`src/rtl/i2c_pkg.sv`:
```
// Shared definitions for the I2C target: protocol widths, ACK levels and the FSM state type.
package i2c_pkg;

  localparam int ADDR_W = 7;
  localparam int BYTE_W = 8;

  localparam logic I2C_ACK  = 1'b0;
  localparam logic I2C_NACK = 1'b1;

  typedef enum logic [3:0] {
    IDLE,
    ADDR,
    ADDR_ACK,
    PTR,
    PTR_ACK,
    WDATA,
    WDATA_ACK,
    RDATA,
    RDATA_ACK,
    IGNORE
  } i2c_state_e;

endpackage

```
`src/rtl/i2c_line_filter.sv`:
```
// One I2C line: 2-FF synchronizer, FILT_LEN-sample glitch filter, registered rise/fall strobes.
module i2c_line_filter #(
  parameter int FILT_LEN = 3
) (
  input  logic clk,
  input  logic rst_n,
  input  logic line_i,
  output logic filt_o,
  output logic rise_o,
  output logic fall_o
);

  localparam int CNT_W = $clog2(FILT_LEN + 1);

  logic [1:0]       sync_q;
  logic [CNT_W-1:0] cnt_q, cnt_d;
  logic             filt_q, filt_d;
  logic             rise_q, rise_d;
  logic             fall_q, fall_d;

  // NOTE: every variable gets a default before any branch so no path leaves it unassigned (no latch).
  always_comb begin
    filt_d = filt_q;
    cnt_d  = '0;
    if (sync_q[1] != filt_q) begin
      if (cnt_q == CNT_W'(FILT_LEN - 1)) filt_d = sync_q[1];
      else                               cnt_d  = cnt_q + 1'b1;
    end
    rise_d = ~filt_q &  filt_d;
    fall_d =  filt_q & ~filt_d;
  end

  // The idle bus level is high, so the line resets as released.
  // NOTE: non-blocking assignments here so all flops sample pre-edge values regardless of order.
  always_ff @(posedge clk or negedge rst_n) begin
    if (!rst_n) begin
      sync_q <= 2'b11;
      cnt_q  <= '0;
      filt_q <= 1'b1;
      rise_q <= 1'b0;
      fall_q <= 1'b0;
    end else begin
      sync_q <= {sync_q[0], line_i};
      cnt_q  <= cnt_d;
      filt_q <= filt_d;
      rise_q <= rise_d;
      fall_q <= fall_d;
    end
  end

  assign filt_o = filt_q;
  assign rise_o = rise_q;
  assign fall_o = fall_q;

endmodule

```
`src/rtl/i2c_target_regfile.sv`:
```
// I2C target with an 8-bit register file: pointer byte, then auto-incrementing data writes or reads.
module i2c_target_regfile
  import i2c_pkg::*;
#(
  parameter logic [ADDR_W-1:0] TGT_ADDR = 7'h50,
  parameter int                NUM_REGS = 16,
  parameter int                FILT_LEN = 3
) (
  input  logic              PCLK,
  input  logic              PRESETN,
  input  logic              SCL_I,
  input  logic              SDA_I,
  output logic              SDA_OE,
  output logic              WR_STB,
  output logic [BYTE_W-1:0] WR_ADDR,
  output logic [BYTE_W-1:0] WR_DATA,
  output logic              BUSY
);

  localparam int PTR_W = $clog2(NUM_REGS);

  logic scl_filt, scl_rise, scl_fall;
  logic sda_filt, sda_rise, sda_fall;
  logic start, stop;

  i2c_line_filter #(.FILT_LEN(FILT_LEN)) u_scl_filt (
    .clk(PCLK), .rst_n(PRESETN), .line_i(SCL_I),
    .filt_o(scl_filt), .rise_o(scl_rise), .fall_o(scl_fall)
  );

  i2c_line_filter #(.FILT_LEN(FILT_LEN)) u_sda_filt (
    .clk(PCLK), .rst_n(PRESETN), .line_i(SDA_I),
    .filt_o(sda_filt), .rise_o(sda_rise), .fall_o(sda_fall)
  );

  assign start = sda_fall & scl_filt;
  assign stop  = sda_rise & scl_filt;

  i2c_state_e        state_q, state_d;
  logic [3:0]        cnt_q, cnt_d;
  logic [BYTE_W-1:0] shift_q, shift_d;
  logic [PTR_W-1:0]  ptr_q, ptr_d, ptr_inc;
  logic              rw_q, rw_d;
  logic              oe_q, oe_d;
  logic              wr_stb_q, wr_stb_d;
  logic [BYTE_W-1:0] wr_addr_q, wr_addr_d;
  logic [BYTE_W-1:0] wr_data_q, wr_data_d;
  logic              busy_q, busy_d;
  logic [BYTE_W-1:0] regs_q [NUM_REGS];
  logic [BYTE_W-1:0] regs_d [NUM_REGS];
  logic [BYTE_W-1:0] rx_byte;

  assign ptr_inc = ptr_q + 1'b1;
  assign rx_byte = {shift_q[BYTE_W-2:0], sda_filt};

  always_comb begin
    state_d   = state_q;
    cnt_d     = cnt_q;
    shift_d   = shift_q;
    ptr_d     = ptr_q;
    rw_d      = rw_q;
    oe_d      = oe_q;
    wr_stb_d  = 1'b0;
    wr_addr_d = wr_addr_q;
    wr_data_d = wr_data_q;
    busy_d    = busy_q;
    regs_d    = regs_q;

    if (start) begin
      state_d = ADDR;
      cnt_d   = '0;
      oe_d    = 1'b0;
    end else if (stop) begin
      state_d = IDLE;
      cnt_d   = '0;
      oe_d    = 1'b0;
      busy_d  = 1'b0;
    end else begin
      case (state_q)
        ADDR, PTR, WDATA: begin
          if (scl_rise) begin
            shift_d = rx_byte;
            cnt_d   = cnt_q + 4'd1;
            if (state_q == WDATA && cnt_q == 4'd7) begin
              regs_d[ptr_q] = rx_byte;
              wr_stb_d      = 1'b1;
              wr_addr_d     = BYTE_W'(ptr_q);
              wr_data_d     = rx_byte;
            end
          end else if (scl_fall && cnt_q == 4'd8) begin
            // Falling edge after the 8th bit: decide whether to drive ACK for the 9th clock.
            cnt_d = '0;
            oe_d  = 1'b1;
            case (state_q)
              ADDR: begin
                if (shift_q[BYTE_W-1:1] == TGT_ADDR) begin
                  state_d = ADDR_ACK;
                  rw_d    = shift_q[0];
                  busy_d  = 1'b1;
                end else begin
                  state_d = IGNORE;
                  oe_d    = 1'b0;
                end
              end
              PTR: begin
                ptr_d   = shift_q[PTR_W-1:0];
                state_d = PTR_ACK;
              end
              default: begin
                ptr_d   = ptr_inc;
                state_d = WDATA_ACK;
              end
            endcase
          end
        end
        ADDR_ACK: begin
          if (scl_fall) begin
            if (rw_q) begin
              state_d = RDATA;
              shift_d = regs_q[ptr_q];
              oe_d    = ~regs_q[ptr_q][BYTE_W-1];
            end else begin
              state_d = PTR;
              oe_d    = 1'b0;
            end
          end
        end
        PTR_ACK, WDATA_ACK: begin
          if (scl_fall) begin
            state_d = WDATA;
            oe_d    = 1'b0;
          end
        end
        RDATA: begin
          if (scl_rise) begin
            shift_d = {shift_q[BYTE_W-2:0], 1'b0};
            cnt_d   = cnt_q + 4'd1;
          end else if (scl_fall) begin
            if (cnt_q == 4'd8) begin
              state_d = RDATA_ACK;
              cnt_d   = '0;
              oe_d    = 1'b0;
            end else begin
              oe_d = ~shift_q[BYTE_W-1];
            end
          end
        end
        RDATA_ACK: begin
          // The master's ACK bit lands in shift_q[0] on the 9th rising edge.
          if (scl_rise) begin
            shift_d = rx_byte;
          end else if (scl_fall) begin
            if (shift_q[0] == I2C_ACK) begin
              ptr_d   = ptr_inc;
              shift_d = regs_q[ptr_inc];
              oe_d    = ~regs_q[ptr_inc][BYTE_W-1];
              state_d = RDATA;
            end else begin
              state_d = IGNORE;
            end
          end
        end
        default: ;
      endcase
    end
  end

  always_ff @(posedge PCLK or negedge PRESETN) begin
    if (!PRESETN) begin
      state_q   <= IDLE;
      cnt_q     <= '0;
      shift_q   <= '0;
      ptr_q     <= '0;
      rw_q      <= 1'b0;
      oe_q      <= 1'b0;
      wr_stb_q  <= 1'b0;
      wr_addr_q <= '0;
      wr_data_q <= '0;
      busy_q    <= 1'b0;
      // NOTE: the register file is reset because its contents are readable straight after reset.
      regs_q    <= '{default: '0};
    end else begin
      state_q   <= state_d;
      cnt_q     <= cnt_d;
      shift_q   <= shift_d;
      ptr_q     <= ptr_d;
      rw_q      <= rw_d;
      oe_q      <= oe_d;
      wr_stb_q  <= wr_stb_d;
      wr_addr_q <= wr_addr_d;
      wr_data_q <= wr_data_d;
      busy_q    <= busy_d;
      regs_q    <= regs_d;
    end
  end

  assign SDA_OE  = oe_q;
  assign WR_STB  = wr_stb_q;
  assign WR_ADDR = wr_addr_q;
  assign WR_DATA = wr_data_q;
  assign BUSY    = busy_q;

endmodule
```
`config.mk`:
```
export PLATFORM = sky130hd
export DESIGN_NAME = i2c_target_regfile
export DESIGN_NICKNAME = d
export VERILOG_FILES = /design/src/rtl/i2c_pkg.sv /design/src/rtl/i2c_line_filter.sv /design/src/rtl/i2c_target_regfile.sv
export SDC_FILE = /design/constraint.sdc
export NUM_CORES = 1
export LEC_CHECK = 0
export CORE_ASPECT_RATIO = 0.7
export CORE_MARGIN = 8
export CORE_UTILIZATION = 55
export CTS_BUF_LIST = sky130_fd_sc_hd__clkbuf_8
export DETAILED_ROUTE_END_ITERATION = 10
export PLACE_DENSITY = 0.81
export SLEW_MARGIN = 20
export SYNTH_ARGS = -nofsm -noshare
export SYNTH_HDL_FRONTEND = slang
export SYNTH_SLANG_ARGS = --single-unit
```
`constraint.sdc`:
```
create_clock -name PCLK -period 3.5 [get_ports PCLK]
set_input_delay 0.35 -clock PCLK [delete_from_list [all_inputs] [get_ports PCLK]]
set_output_delay 0.35 -clock PCLK [all_outputs]
set_load 0.02 [all_outputs]
```
-- After elaboration in Yosys (flattened, before gate mapping)
Index checks and enable logic that the tools add are counted.
- add/sub/neg operators: 4
- $lt $le $gt $ge: 3
- equality and inequality tests: 41
- muxes and demuxes: 83
- bitwise logic cells: 18
- reductions and logical operators: 22
- operators with widths (operator ; count):
    bitwise mux 128 bit ; 1
    2-to-1 mux 4 bit ; 25
    2-to-1 mux 8 bit ; 12
    binary-select mux 8 bit (select 4 bit) ; 2
    demux 8 bit (select 4 bit) ; 1
    case mux 4 bit (2 select lines) ; 4
    case mux 8 bit (4 select lines) ; 1
    2-to-1 mux 1 bit ; 30
    inequality test 4 bit (second input constant) ; 6
    == test 4 x 3 -> 1 bit (second input constant) ; 5
    case mux 4 bit (5 select lines) ; 1
    AND reduction 10 bit ; 2
    AND reduction 9 bit ; 2
    inequality test 4 x 3 -> 1 bit (second input constant) ; 4
    inequality test 2 bit (second input constant) ; 7
    >= comparator 5 bit (second input constant) ; 2
    inequality test 5 x 4 -> 1 bit (second input constant) ; 2
    inverter 1 bit ; 10
    inverter 4 -> 5 bit ; 2
    nonzero test 2 bit ; 5
    adder 4 x 1 -> 4 bit (second input constant) ; 2
    == test 4 x 2 -> 1 bit (second input constant) ; 2
    == test 4 bit (second input constant) ; 2
    2-to-1 mux 2 bit ; 4
    other kinds (23) ; 37
- bits in registers: 178
- bits of input ports: 4
- output and inout port bits: 19
- logic and storage cells: 208

-- Longest topological paths before layout
Gate-level depths: netlist of run 1.
- depth after elaboration: 12
- depth in mapped cells: 13
- depth with buffers taken out: 8

-- Cells and area by module
A second synthesis of run 1 with hierarchy kept.
- cells, all modules: 725
- area total of the unflattened synthesis: 9616.7 µm²
- modules (own cells, without submodules) (module ; instances ; cells an instance ; area an instance (µm²) ; sequential area each (µm²)):
    i2c_target_regfile ; 1 ; 697 ; 9128.8 ; 4103.9
    i2c_line_filter ; 2 ; 14 ; 244.0 ; 178.9

-- Worst setup path after synthesis of run 1
OpenSTA, ideal clock, no wires.
- kind: flip-flop to flip-flop
- start point: register ptr_q[1]
- end point: register shift_q[5]
- library setup time: 137 ps
- arrival time: 3146 ps
- data required time: 3363 ps
- slack: 217 ps
- cell stages (with the launch flop): 14
- path buffers: 6
- period minus slack after synthesis: 3283 ps
- cells stage by stage: dfrtp_1 > clkbuf_1 > buf_2 > buf_2 > inv_1 > ha_1 > buf_2 > buf_1 > clkbuf_1 > mux4_2 > mux2i_1 > o22ai_1 > a211oi_1 > a21oi_1
- cells in the longest elaborated chain, start to end: 9
- elaborated cells between the ends (all ways): 15
- those cells by class: 1 x add/sub; 12 x mux; 2 x bitwise
- ends and longest elaborated chain (element ; line ; text):
    start: declaration ; i2c_target_regfile.sv:42 ; logic [PTR_W-1:0] ptr_q, ptr_d, ptr_inc;
    start signal: assignment ; i2c_target_regfile.sv:186 ; ptr_q <= ptr_d;
    adder 4 x 1 -> 4 bit ; i2c_target_regfile.sv:53 ; assign ptr_inc = ptr_q + 1'b1;
    inverter 4 -> 5 bit (implied by the code) ; i2c_target_regfile.sv:155 ; shift_d = regs_q[ptr_inc];
    binary-select mux 8 bit (select 4 bit) ; i2c_target_regfile.sv:155 ;
    2-to-1 mux 8 bit (implied by the code) (2 in a row) ; i2c_target_regfile.sv:155 ;
    2-to-1 mux 8 bit ; i2c_target_regfile.sv:153 ; if (shift_q[0] == I2C_ACK) begin
    2-to-1 mux 8 bit ; i2c_target_regfile.sv:152 ; end else if (scl_fall) begin
    2-to-1 mux 8 bit ; i2c_target_regfile.sv:150 ; if (scl_rise) begin
    case mux 8 bit (4 select lines) * ; i2c_target_regfile.sv:79 ; case (state_q)
    end signal: assignment ; i2c_target_regfile.sv:185 ; shift_q <= shift_d;
    end: declaration ; i2c_target_regfile.sv:41 ; logic [BYTE_W-1:0] shift_q, shift_d;
Mark *: on every way between the ends. The rest lies on a longest branch, timed or not. The select of a mux whose other input is x is not followed.
A chain may end at the register's enable or synchronous reset.

-- Final worst setup path of run 1
- start point: register ptr_q[0]
- end point: register shift_q[3]
The elaborated chain is that of the path after synthesis.

==> flow_summary.yaml, run 1 <==
hold_path:
  hp-start: "SDA_I"
  hold_end: "u_sda_filt.sync_q[0]"
  hold_path_class: "in -> reg"
  holdPathStages: 1
setup_path:
  worstReg2RegStart: "ptr_q[0]"
  max_stage_delay_ns: 0.65
  r2r_cells: 8
  slowest_stage: "ha_1"
  crit_path_max_fanout: 22
  ff2ff_setup_slack_ns: 0.66
  start_kind: "register"
  crit_buf_inv: 2
  crit_chain: "inv_1 -> ha_1 -> buf_12 -> mux4_2 -> mux2i_1 -> o22ai_1 -> a2111oi_0 -> a21oi_1"
  r2r_end: "shift_q[3]"
  crit_type: "reg -> reg"
  end_kind: "register"
  crit_family: "compound AO/OA/AOI/OAI gates"
  arrival_ns: 3.20
  required_ns: 3.86
synth:
  syn_inst: 766
  ys_warn_count: 0
  synth-edff-count: 0
  synthFlopType: "dfrtp_1"
  syn_area_per_cell_um2: 12.4
  syn_area_mm2: 0.00951
  ys_seq_elements: 178
  synthArstFlopShare_pct: 100
  synth.yosys.seq_area_share_pct: 46.9
  synth.distinct_cells: 58
timing:
  slew_headroom_pct: 37.7
  holdWs_ns: 0.263
  drv_slew: 0
  fmax_mhz: 352
  setup_ws_ns: 0.660
  setup_viol_count_final: 0
  fin_crit_ns: 2.84
  fin_skew_ns: 0.0107
  finalHoldViolations: 0
  grt_setup_unrepaired: "no"
  period_share_pct: 81.1
  setup_tns_ns: 0
  worst_slew_pin_slew_ns: 0.928
final_layout:
  area_growth_pct: 9.51
  drive_above_1_share_pct: 34.7
  nNetsFinal: 784
  final_design_area_no_fill_mm2: 0.0104
  layout_common_cells: "170 x dfrtp_1, 134 x mux2_2, 86 x nand2_1"
  post-route-util_pct: 61.0
  nFillCells: 1276
  n_antenna_cell: 0
  final_common_cell: "dfrtp_1"
  fin_cells: 1018
cts:
  path_clk_slew_ns: 0.10
  insertion_delay_ns: 0.48
  post_cts.repair.setup_buffers: 0
  cts_sinks: 178
  cts_resized: 0
  cts_made_buffers: 17
  clk_path_buf_depth: 2
  cts_tree: "yes"
  holdBufCountCts: 1
  cts_root_buf: "clkbuf_8"
  cts_max_level: 4
pwr:
  p_int_mw: 3.33
  irDropWorstVdd_v: 0.000353
  power_frac_comb_pct: 24.1
  seq_power_share_pct: 46.9
  p_sw_mw: 1.92
  power.density_mw_per_mm2: 504
  swShare_pct: 36.5
  leakage_nw: 4.58
  power_mw: 5.24
  clkPwrFrac_pct: 29.0
global_route:
  antenna_found_initial: 0
  grt_max_degree: 92
  grt_pass1_vias: 6779
  groute.usage.overall_pct: 23.5
  grt.overflow.total: 0
  grt_pass1_wl_um: 39700
placement:
  placed_area_mm2: 0.00998
  place.gp.congestion: 0.975
  dp_slack_ns: 0.698
  dp.cells: 985
  dp_hpwl_um: 17100
  port_buffers: 18
detailed_routing:
  firstDrtPassIters: 5
  drc: 0
  drtIter0Drc: 872
  viasPerCell: 6.60
  postRouteAntennaNets: 0
  finalWirelength_um: 24800
  vias: 6718
  wl_per_cell_um: 24.3
die:
  die_x_um: 173
  die_h_um: 126
  start_util_pct: 55.7
  rows: 40
  dieArea_mm2: 0.0218
  ioPinCount: 23
  core_mm2: 0.0171
status:
  outcome: "finished clean"
run:
  drv_cap: 0
-- power by group through the flow --
stage                     Clock (mW)  Sequential, mW  Combinational [mW]
after floorplan                    0            2.31               0.951
after global placement             0            2.46                1.20
after detailed placement           0            2.48                1.25
after CTS                       1.54            2.44                1.25
after global routing            1.63            2.48                1.38
final                           1.52            2.46                1.27
-- layout make-up --
class	instances	area (um^2)	area share, %
Timing Repair Buffer	45	412	3.95
Clock inverter	15	190	1.83
Tap cell	231	289	2.78
Multi-Input combinational cell	523	4790	46.0
Clock buffer	17	234	2.25
Sequential cell	178	4460	42.9
Inverter	9	33.8	0.324
-- synthesized netlist by cell type, drive strengths merged (2+ instances only) --
master,n,share of area [%]
dfrtp,172,45
mux2,141,17
nand2,95,4.0
mux4,56,13
clkbuf,37,1.5
nor2,31,1.3
mux2i,28,2.9
a21oi,27,1.4
buf,22,1.2
o21ai,22,1.2
nand3,18,0.95
inv,9,0.36
nand2b,9,0.59
o22ai,8,0.53
nor2b,7,0.46
a31oi,6,0.39
dfstp,6,1.7
ha,6,0.79
a2111oi,5,0.46
nor3,5,0.38
a211oi,4,0.32
nand4,4,0.26
nor4,4,0.33
xnor2,4,0.37
and3,3,0.20
nor3b,3,0.24
o311ai,3,0.28
a22o,2,0.18
and3b,2,0.18
nand4b,2,0.18
nor4b,2,0.18
o211ai,2,0.16
o21a,2,0.16
o22a,2,0.18
or3,2,0.13
-- registers in the layout, indices dropped and copies added (netlist names), 2 cells and up --
| register | flops |
|---|---|
| cnt_q | 4 |
| regs_q | 128 |
| u_sda_filt.cnt_q | 2 |
| ptr_q | 4 |
| WR_ADDR | 4 |
| WR_DATA | 8 |
| state_q | 4 |
| u_scl_filt.cnt_q | 2 |
| u_sda_filt.sync_q | 2 |
| u_scl_filt.sync_q | 2 |
| shift_q | 8 |
-- how the worst max path moves through the flow --
stage	from	endpoint	slack (ns)	cells after the start
after floorplan	ptr_q[1]	shift_q[5]	0.22	13
after global placement	ptr_q[0]	shift_q[3]	0.77	8
after detailed placement	ptr_q[0]	shift_q[3]	0.70	8
after CTS	ptr_q[0]	shift_q[3]	0.67	8
after global routing	ptr_q[0]	shift_q[3]	0.38	8
final	ptr_q[0]	shift_q[3]	0.66	8
-- metal layers --
metal	wire length, um	GRT usage, %
met1	10800	33.5
met2	10600	32.9
met3	2760	7.67
met4	583	8.65
met5	0	0
-- kinds of logic after synthesis --
family,Yosys count,synth area share (%)
multiplexers,225,32.9
AND/OR/NAND/NOR,192,9.88
flip-flops,178,46.9
AO/OA/AOI/OAI,91,5.97
buffers and inverters,68,3.03
adder cells (fa/ha/maj),6,0.789
XOR/XNOR,5,0.461
other,1,0.0394
(Power assumes the default switching activity.)
==> run 2: changes to the inputs <==
- clock period: 3.5 -> 2.27 ns (I/O delays scaled with it)
==> flow_summary.yaml, run 2 (synthesized netlist as in run 1, its figures left out) <==
status:
  outcome: "finished, violations left"
  violations: "negative setup slack"
placement:
  dp.cells: 1050
  port_buffers: 18
  place.gp.congestion: 0.962
  dp_hpwl_um: 19300
final_layout:
  nNetsFinal: 868
  largest_reg_flops: 128
  final_common_cell: "dfrtp_1"
  post-route-util_pct: 68.2
  layout_common_cells: "170 x dfrtp_1, 134 x mux2_2, 80 x nand2_1, 80 x buf_4, 56 x mux4_2"
  drive_above_1_share_pct: 45.0
  largest_register: "regs_q"
  n_antenna_cell: 0
  nFillCells: 1150
  area_growth_pct: 22.3
  fin_cells: 1102
global_route:
  antenna_found_initial: 1
  grt_pass1_wl_um: 42300
  grt_max_degree: 66
  grt_pass1_vias: 7182
  groute.usage.overall_pct: 25.2
  grt.overflow.total: 0
hold_path:
  holdPathStages: 1
  hold_path_class: "in -> reg"
timing:
  setup_ws_ns: -0.109
  worst_slew_pin_slew_ns: 0.768
  fin_crit_ns: 2.38
  drv_slew: 0
  slew_headroom_pct: 48.8
  setup_tns_ns: -2.22
  grt_setup_unrepaired: "yes"
  fin_skew_ns: 0.0168
  fmax_mhz: 420
  finalHoldViolations: 0
  period_share_pct: 105
  setup_viol_count_final: 58
setup_path:
  required_ns: 2.64
  end_kind: "register"
  crit_path_max_fanout: 7
  start_kind: "register"
  r2r_cells: 9
  crit_type: "reg -> reg"
  arrival_ns: 2.75
die:
  dieArea_mm2: 0.0218
  ioPinCount: 23
  rows: 40
  core_mm2: 0.0171
  start_util_pct: 55.7
  die_h_um: 126
  die_x_um: 173
detailed_routing:
  firstDrtPassIters: 7
  wl_per_cell_um: 25.7
  drc: 0
  postRouteAntennaNets: 0
  vias: 7258
  finalWirelength_um: 28300
  drtIter0Drc: 1004
  viasPerCell: 6.59
cts:
  clk_path_buf_depth: 2
  cts_made_buffers: 17
  cts_max_level: 4
  cts_root_buf: "clkbuf_8"
  cts_tree: "yes"
  path_clk_slew_ns: 0.12
  cts_sinks: 178
  insertion_delay_ns: 0.50
pwr:
  power.density_mw_per_mm2: 761
  irDropWorstVdd_v: 0.000387
  leakage_nw: 5.18
run:
  drv_cap: 0
[run 2: changes by cell type in the layout (fill, tap and decap cells not counted), sizes merged]
cell,previous run,this run
buf,27,111
bufinv,2,1
clkinv,2,8
inv,18,14
clkinvlp,2,1
[run 2: final cells by class]
type / instances / area, um^2 / area share [%]
Tap cell: 231 / 289 / 2.48
Multi-Input combinational cell: 523 / 5110 / 43.9
Clock buffer: 17 / 234 / 2.01
Sequential cell: 178 / 4460 / 38.4
Timing Repair Buffer: 129 / 1260 / 10.9
Clock inverter: 15 / 230 / 1.98
Inverter: 9 / 40.0 / 0.344
[run 2: critical path, cell delays in order (launching register included)]
cell        delay [ns]
dfrtp_2           0.42
clkinvlp_4        0.12
ha_4              0.37
buf_12            0.14
buf_8             0.10
mux4_2            0.53
mux2i_1           0.20
nand3_1           0.10
a31oi_1           0.18
mux2i_1           0.09
[run 2: report_power, final]
| group | internal, mW | switching [mW] | total, mW |
|---|---|---|---|
| combinational | 1.15 | 1.65 | 2.80 |
| clock | 0.982 | 1.45 | 2.43 |
| sequential | 3.38 | 0.243 | 3.62 |
| total | 5.51 | 3.34 | 8.85 |
[run 2: path summary, 6_finish.rpt]
kind,startpoint,end,slack [ns]
hold / removal,SDA_I,u_sda_filt.sync_q[0],0.12
setup reg to reg,ptr_q[0],shift_q[0],-0.11
max in group asynchronous,PRESETN,regs_q[54],1.14
hold reg to reg,u_sda_filt.sync_q[0],u_sda_filt.sync_q[1],0.37
setup / recovery,ptr_q[0],shift_q[0],-0.11
min in group asynchronous,PRESETN,state_q[0],0.29
[run 2: through the flow]
| step | hold slack, ns | power (mW) | instance area, um^2 | worst slack, ns |
|---|---|---|---|---|
| final | 0.121 | 8.85 | 11600 | -0.109 |
| after CTS | 0.109 | 8.69 | 11300 | -0.0787 |
| after floorplan | -0.0686 | 5.08 | 9610 | -0.228 |
| after global placement | 0.243 | 6.10 | 10600 | -0.216 |
| after detailed placement | 0.260 | 6.18 | 10600 | -0.251 |
| after global routing | 0.0972 | 9.20 | 11600 | -0.173 |
[run 2: timing repair]
| item | 4_1_cts | 5_1_grt |
|---|---|---|
| endpoints found under the hold margin | 56 | 0 |
| hold buffers | 1 | 0 |
| endpoints found under the setup margin | 136 | 126 |
| pin swaps | 6 | 7 |
| buffers inserted | 10 | 10 |
| resized for setup | 33 | 49 |
[run 2: per-layer routing]
metal  share of wire [%]  wire length (um)  global-route usage (%)  up-vias
li1                    -                 -                       -     3011
met1                  42             11800                    35.8     3722
met2                  45             12800                    37.3      451
met3                  11              3040                    6.15       72
met4                 2.5               697                    8.95        2
met5               0.046                13                       0        -
==> run 3: changes to the inputs <==
- GPL_TIMING_DRIVEN: not set -> 0
- SETUP_SLACK_MARGIN: not set -> 0.2
==> flow_summary.yaml, run 3 (synthesized netlist as in run 1, its figures left out) <==
status:
  outcome: "finished, violations left"
  violations: "design-rule violations, negative setup slack"
pwr:
  leakage_nw: 5.08
  power.density_mw_per_mm2: 743
  power_mw: 8.60
  irDropWorstVdd_v: 0.000462
timing:
  holdWs_ns: 0.136
  setup_ws_ns: -0.324
  fmax_mhz: 386
  finalHoldViolations: 0
  slew_headroom_pct: 45.2
  period_share_pct: 114
  worst_slew_pin_slew_ns: 0.822
  drv_slew: 0
  grt_setup_unrepaired: "yes"
  setup_viol_count_final: 123
  fin_skew_ns: 0.0152
  fin_crit_ns: 2.59
  setup_tns_ns: -9.80
setup_path:
  crit_type: "reg -> reg"
  slowest_stage: "dfrtp_1"
  arrival_ns: 3.01
  crit_buf_inv: 6
  crit_path_max_fanout: 10
  max_stage_delay_ns: 0.41
  cpMostUsedCell: "buf_4"
  end_kind: "register"
  start_kind: "register"
  required_ns: 2.68
  crit_chain: "buf_4 -> ha_1 -> clkbuf_4 -> xor2_4 -> buf_8 -> mux4_2 -> mux2i_4 -> buf_4 -> buf_4 -> buf_4 -> nand3_1 -> a31oi_1"
  crit_family: "buffers and inverters"
detailed_routing:
  firstDrtPassIters: 9
  wl_per_cell_um: 25.0
  drtIter0Drc: 1035
  finalWirelength_um: 27400
  viasPerCell: 6.68
  vias: 7325
  postRouteAntennaNets: 0
  drc: 2
die:
  ioPinCount: 23
  die_h_um: 126
  dieArea_mm2: 0.0218
  die_x_um: 173
  core_mm2: 0.0171
  rows: 40
  start_util_pct: 55.7
final_layout:
  fin_cells: 1097
  layout_common_cells: "168 x dfrtp_1, 126 x mux2_2, 75 x nand2_1"
  largest_register: "regs_q"
  nNetsFinal: 863
  final_common_cell: "dfrtp_1"
  area_growth_pct: 21.7
  largest_reg_flops: 128
  drive_above_1_share_pct: 43.9
  n_antenna_cell: 0
global_route:
  grt.overflow.total: 0
  grt_max_degree: 93
  groute.usage.overall_pct: 24.7
  antenna_found_initial: 0
  grt_pass1_wl_um: 41400
  grt_pass1_vias: 7095
run:
  drv_cap: 0
placement:
  dp_hpwl_um: 17300
  port_buffers: 18
  place.gp.congestion: 0.938
  dp.cells: 1019
cts:
  insertion_delay_ns: 0.49
  cts_sinks: 178
  cts_max_level: 4
  cts_made_buffers: 17
  path_clk_slew_ns: 0.10
  clk_path_buf_depth: 2
  cts_tree: "yes"
  cts_root_buf: "clkbuf_8"
hold_path:
  hold_path_class: "in -> reg"
==> run 3: metal layers <==
metal	track usage, %	vias up	wire (um)
li1	-	3011	-
met1	35.0	3689	11300
met2	34.0	527	11600
met3	8.66	96	3600
met4	9.45	2	847
met5	1.84	-	51
==> run 3: report_power, final <==
group          total (mW)  switching (mW)  internal, mW
logic                2.78            1.76          1.03
clock network        2.25            1.31         0.935
registers            3.57           0.192          3.38
total                8.60            3.26          5.34
==> run 3: final cells by class <==
type | instances | area, um^2
Fill cell | 1104 | 5500
Multi-Input combinational cell | 523 | 5300
Sequential cell | 178 | 4470
Timing Repair Buffer | 65 | 607
Buffer | 59 | 468
Tap cell | 231 | 289
Clock buffer | 18 | 248
Clock inverter | 14 | 144
Inverter | 9 | 50.0
==> run 3: through the flow <==
step                      setup slack [ns]  utilization [%]  cell area [um^2]
final                               -0.324             67.8             11600
after global routing                -0.397             67.8             11600
after CTS                           -0.320             66.0             11300
after detailed placement            -0.778             59.7             10200
after global placement               -6.30             59.5             10200
after floorplan                     -0.228                -              9680
==> run 3: final timing paths <==
path	startpoint	to	slack [ns]	cells past startpoint
max	ptr_q[1]	SDA_OE	-0.32	12
max reg2reg	ptr_q[1]	SDA_OE	-0.32	12
min reg2reg	u_sda_filt.sync_q[0]	u_sda_filt.sync_q[1]	0.36	0
max in group asynchronous	PRESETN	regs_q[36]	1.07	3
min	SCL_I	u_scl_filt.sync_q[0]	0.14	1
min in group asynchronous	PRESETN	cnt_q[0]	0.31	2
==> run 3: worst reg2reg max path: stages, from the launching register on <==
cell	delay, ns
dfrtp_1	0.41
buf_4	0.15
ha_1	0.17
clkbuf_4	0.24
xor2_4	0.25
buf_8	0.20
mux4_2	0.35
mux2i_4	0.21
buf_4	0.14
buf_4	0.09
buf_4	0.09
nand3_1	0.09
a31oi_1	0.15
==> run 3: what timing repair did <==
action | 4_1_cts | 5_1_grt
hold buffers | 1 | 0
hold endpoints to repair | 86 | 0
gates cloned | 0 | 0
resized for setup | 104 | 57
pin swaps | 16 | 15
setup endpoints to repair | 156 | 154
setup buffers | 28 | 17
